$ cat config.mk
export PLATFORM = sky130hd
export DESIGN_NAME = regfile_n
export DESIGN_NICKNAME = d
export VERILOG_FILES = /design/src/rtl/regfile_n.sv
export SDC_FILE = /design/constraint.sdc
export NUM_CORES = 1
export LEC_CHECK = 0
export BUFFER_PORTS_ARGS = -buffer_cell sky130_fd_sc_hd__buf_4
export CAP_MARGIN = 20
export CELL_PAD_IN_SITES_DETAIL_PLACEMENT = 0
export CELL_PAD_IN_SITES_GLOBAL_PLACEMENT = 1
export CORE_UTILIZATION = 50
export DETAILED_ROUTE_END_ITERATION = 8
export PLACE_DENSITY_LB_ADDON = 0.25
export SLEW_MARGIN = 20
export SYNTH_ARGS = -nofsm -noshare
export SYNTH_HDL_FRONTEND = slang
export SYNTH_SLANG_ARGS = --single-unit
export TNS_END_PERCENT = 30
$ cat constraint.sdc
create_clock -name Clock -period 3.4 [get_ports Clock]
set_input_delay 0.34 -clock Clock [delete_from_list [all_inputs] [get_ports Clock]]
set_output_delay 0.34 -clock Clock [all_outputs]
set_load 0.02 [all_outputs]
$ cat src/rtl/regfile_n.sv
// Parameterised register file with one write port and two combinational read ports.
// Optional write-through forwarding, optional hardwired-zero register 0, and per-register written flags.
module regfile_n #(
  parameter int WIDTH    = 16,
  parameter int DEPTH    = 8,
  parameter int AW       = 3,
  parameter bit BYPASS   = 1'b1,
  parameter bit ZERO_REG = 1'b0
) (
  input  logic             Clock,
  input  logic             Resetn,
  input  logic             Rin,
  input  logic [AW-1:0]    WAddr,
  input  logic [WIDTH-1:0] R,
  input  logic             set_0,
  input  logic [AW-1:0]    RAddrA,
  input  logic [AW-1:0]    RAddrB,
  output logic [WIDTH-1:0] QA,
  output logic [WIDTH-1:0] QB,
  output logic [DEPTH-1:0] Written
);

  localparam logic [AW:0] DEPTH_C = DEPTH[AW:0];

  logic [WIDTH-1:0] regs_q [DEPTH];
  logic [WIDTH-1:0] regs_d [DEPTH];
  logic [DEPTH-1:0] written_q;
  logic [DEPTH-1:0] written_d;
  logic             wr_en_s;
  logic [WIDTH-1:0] rd_a_s;
  logic [WIDTH-1:0] rd_b_s;

  function automatic logic addr_ok(input logic [AW-1:0] addr);
    return ({1'b0, addr} < DEPTH_C);
  endfunction

  function automatic logic is_zero_reg(input logic [AW-1:0] addr);
    return ZERO_REG && (addr == {AW{1'b0}});
  endfunction

  // A write is effective only when not clearing, in range and not aimed at a hardwired-zero register 0.
  assign wr_en_s = Rin && !set_0 && addr_ok(WAddr) && !is_zero_reg(WAddr);

  // Next-state: synchronous clear wins over a write.
  always_comb begin
    regs_d    = regs_q;
    written_d = written_q;
    if (set_0) begin
      for (int i = 0; i < DEPTH; i++) begin
        regs_d[i] = {WIDTH{1'b0}};
      end
      written_d = {DEPTH{1'b0}};
    end else if (wr_en_s) begin
      for (int i = 0; i < DEPTH; i++) begin
        if (WAddr == i[AW-1:0]) begin
          regs_d[i]    = R;
          written_d[i] = 1'b1;
        end else begin
          regs_d[i]    = regs_q[i];
          written_d[i] = written_q[i];
        end
      end
    end else begin
      regs_d    = regs_q;
      written_d = written_q;
    end
  end

  // State registers with immediate clear on reset.
  always_ff @(posedge Clock or negedge Resetn) begin
    if (!Resetn) begin
      for (int i = 0; i < DEPTH; i++) begin
        regs_q[i] <= {WIDTH{1'b0}};
      end
      written_q <= {DEPTH{1'b0}};
    end else begin
      regs_q    <= regs_d;
      written_q <= written_d;
    end
  end

  // Stored-value read muxes; addresses beyond DEPTH match no entry and yield zero.
  always_comb begin
    rd_a_s = {WIDTH{1'b0}};
    rd_b_s = {WIDTH{1'b0}};
    for (int i = 0; i < DEPTH; i++) begin
      rd_a_s = rd_a_s | ((RAddrA == i[AW-1:0]) ? regs_q[i] : {WIDTH{1'b0}});
      rd_b_s = rd_b_s | ((RAddrB == i[AW-1:0]) ? regs_q[i] : {WIDTH{1'b0}});
    end
  end

  // Read port A: forced zero, forwarded write data, or stored value.
  always_comb begin
    QA = rd_a_s;
    if (is_zero_reg(RAddrA)) begin
      QA = {WIDTH{1'b0}};
    end else if (BYPASS && wr_en_s && (RAddrA == WAddr)) begin
      QA = R;
    end else begin
      QA = rd_a_s;
    end
  end

  // Read port B: same selection as port A.
  always_comb begin
    QB = rd_b_s;
    if (is_zero_reg(RAddrB)) begin
      QB = {WIDTH{1'b0}};
    end else if (BYPASS && wr_en_s && (RAddrB == WAddr)) begin
      QB = R;
    end else begin
      QB = rd_b_s;
    end
  end

  assign Written = written_q;

endmodule

==> metrics.md <==
| Metric | Value |
|---|---|
| Slew margin rel. | 0.301 |
| CTS Buffer Depth | 2 |
| Routed wl met3 | 2090 µm |
| Worst Setup Start Kind | input pin |
| Critical path's most frequent cell | buf_4 |
| Synth cell types | 48 |
| CP max-delay cell | nor2b_1 |
| Sequential area share after synthesis | 0.418 |
| Worst Hold Class | input pin to register |
| First-pass GRT wire length | around 42000 µm |
| Final worst-path cycle share | 0.776 |
| Final min period | 2.64 ns |
| Final instance area | 9140 µm² |
| Reg2reg setup slack | around 2.7 ns |
| Vias in the first global route | 7032 |
| Row count | 46 |
| Leakage power | 3.83 nW |
| Root Buffer Master | clkbuf_16 |
| Max Slew Vio Count | 0 |
| WL/cell | 22.8 µm |
| DR top layer | met4 |
| Slew @ Worst Pin | 1.05 ns |
| Max-Cap Viols | 0 |
| WL final | 27400 µm |
| CP delay by family, top | buffers and inverters |
| Area growth from synthesis to layout | 12.1% |
| Mean Syn Cell Area | 8.53 µm² |
| Number of I/O pins | 69 |
| H-tree Lvls | 4 |
| Post-synth EDFFs | 0 |
| Initial antenna violation count | 0 |
| TritonCTS clock tree | done |
| DR vias/cell | roughly 6 |
| Power per cell area | around 440 nW/µm² |
| Met2 WL | 12700 µm |
| Final net count | about 1000 |
| Syn Inst Count | 955 |
| Crit path buf inv count | 3 |
| GPL Wtd Cong | 0.829 |
| Core footprint | 15900 µm² |
| Die area | between 15000 and 20000 µm² |
| Syn nets | roughly 980 |
| I/O Buffers | 68 |
| Path type of the worst setup path | input pin to output port |
| Share of synthesized flip-flops with an asynchronous set or reset | 1.00 |
| Clk Latency, worst-skew pair | 0.43 ns |
| Outcome | finished, final reports clean |
| Met1 WL | 11600 µm |
| RSZ-0062 raised after global routing | false |
| GRT Overall Usage | 0.343 |
| Initial DRC Count | 872 |
| Synth top area cells | dfrtp_1 42%, nand2_1 13%, a21oi_1 8.5% |
| Area of the mapped netlist | 8150 µm² |
| Maximum vdd ir drop | 0.375 mV |
| Clk slew on worst S/H paths | 0.07 ns |
| DR pass1 iterations | 5 |
| Initial Utilization | 0.513 |
| HPWL Detailed | 16000 µm |
| Highest Clock Rate | roughly 380 MHz |
| # DRC | 0 |
| CTS Buf Count | 17 |
| Placed cell areas | 8560 µm² |
| GRT overflow | 0 |
| Final TNS setup | 0 ns |
| Fraction of layout cells with a size suffix above 1 | 0.178 |
| Largest net degree at the start of global routing | 76 |
| Arr. time, crit path | 2.30 ns |
| Area leader, netlist | dfrtp_1 |
| Via count | 7440 |
| Post-synth top area share | 0.418 |
| # diodes | 0 |
| Routed Antenna Nets | 0 |
| Final Skew | 0 ns |
| Final setup vio count | 0 |
| Die width | around 130 µm |
| CTS Sinks | 136 |
| FF+latch count, synth | 136 |
| Synthesis warning total | 0 |
| Final Hold Viols | 0 |
| Crit-path cells | buf_4, nor2b_1, buf_4, a221oi_1, a31oi_1, o22a_1, buf_4 |
| Crit-path max cell delay | 0.59 ns |
| Primary FF master, synth | dfrtp_1 |
| Setup crit end kind | output port |
| Largest fanout on the critical path | 35 |
| Critical Path RT | 3.06 ns |
| Die H | 130 µm |
==> through the flow <==
stage	utilization	worst slack [ns]	hold slack [ns]	cells	total power, mW
floorplan	-	1.51	0.0444	955	2.06
detailed placement	0.539	0.791	0.428	1171	2.26
finish	0.575	0.761	0.211	1204	4.02
CTS	0.575	0.789	0.197	1204	4.03
global route	0.575	0.697	0.204	1204	4.14
global placement	0.539	0.824	0.424	1171	2.25
==> placed cells by master, fill, tap and decap left out, types with 8 or more instances in the layout <==
cell type	n
a21oi_1	139
a221oi_1	26
a22oi_1	21
a31oi_1	25
buf_4	90
clkbuf_16	17
dfrtp_1	136
mux2_2	22
mux2_4	10
mux2i_1	42
nand2_1	273
nand3_1	12
nor2_1	49
nor2b_1	8
o21ai_0	11
o22a_1	10
==> cell families (layout without fill, tap and decap cells) <==
group,after synthesis,count (layout),synth area share
compound gates,270,270,0.211
simple gates,374,374,0.189
flops,136,136,0.418
buf+inv,93,126,0.0694
mux,76,76,0.106
xor+xnor,6,6,0.00645
==> tightest hold or removal path: stages <==
cell and delay [ns]:
buf_4 0.15, nand2_1 0.06, a21oi_1 0.05
==> cell usage after synthesis, types with 8 or more instances <==
cell type / count
clkbuf_1: 31
mux2_2: 22
a31oi_1: 25
mux2i_1: 42
buf_4: 23
a22oi_1: 21
o22a_1: 10
a21oi_1: 139
buf_2: 27
mux2_4: 10
nand3_1: 12
dfrtp_1: 136
a221oi_1: 26
o21ai_0: 11
nand2_1: 273
nor2b_1: 8
nor2_1: 49
==> cell type report <==
cell class | instances | area, µm²
Multi-Input combinational cell | 726 | 4180
Sequential cell | 136 | 3400
Timing Repair Buffer | 93 | 717
Tap cell | 216 | 270
Clock buffer | 19 | 443
Clock inverter | 13 | 121
Inverter | 1 | 3.75
Fill cell | 1523 | 6750
==> worst paths after layout <==
path                                              from                      end  cells past startpoint
worst max-delay path                         RAddrB[2]                    QB[6]                      7
worst min-delay path                              R[5]   regs_q[85]$_DFFE_PN0P_                      3
worst max register to register  regs_q[73]$_DFFE_PN0P_   regs_q[73]$_DFFE_PN0P_                      2
worst min register to register  Written[5]$_DFFE_PN0P_   Written[5]$_DFFE_PN0P_                      2
max in group asynchronous                       Resetn   regs_q[20]$_DFFE_PN0P_                      3
min in group asynchronous                       Resetn  regs_q[111]$_DFFE_PN0P_                      2
==> timing repair <==
| item | CTS | global route |
|---|---|---|
| resized for setup | 0 | 0 |
| setup buffers | 0 | 0 |
| hold buffers | 1 | 0 |
| hold endpoints to repair | 74 | 0 |
==> layer usage <==
| layer | vias up | global-route usage |
|---|---|---|
| li1 | 3372 | - |
| met1 | 3656 | 0.465 |
| met2 | 325 | 0.529 |
| met3 | 87 | 0.0747 |
| met4 | 0 | 0.144 |
| met5 | - | 0 |
==> flip-flops by register name, indices dropped and copies added (netlist names) <==
name / flops
regs_q: 128
Written: 8
==> power breakdown <==
group / internal (mW) / switching, mW / total [mW]
registers: 1.65 / 0.0291 / 1.68
logic: 0.186 / 0.370 / 0.556
clock network: 1.03 / 0.756 / 1.79
total: 2.87 / 1.15 / 4.02
No activity file was read; power rests on OpenSTA's default activity.
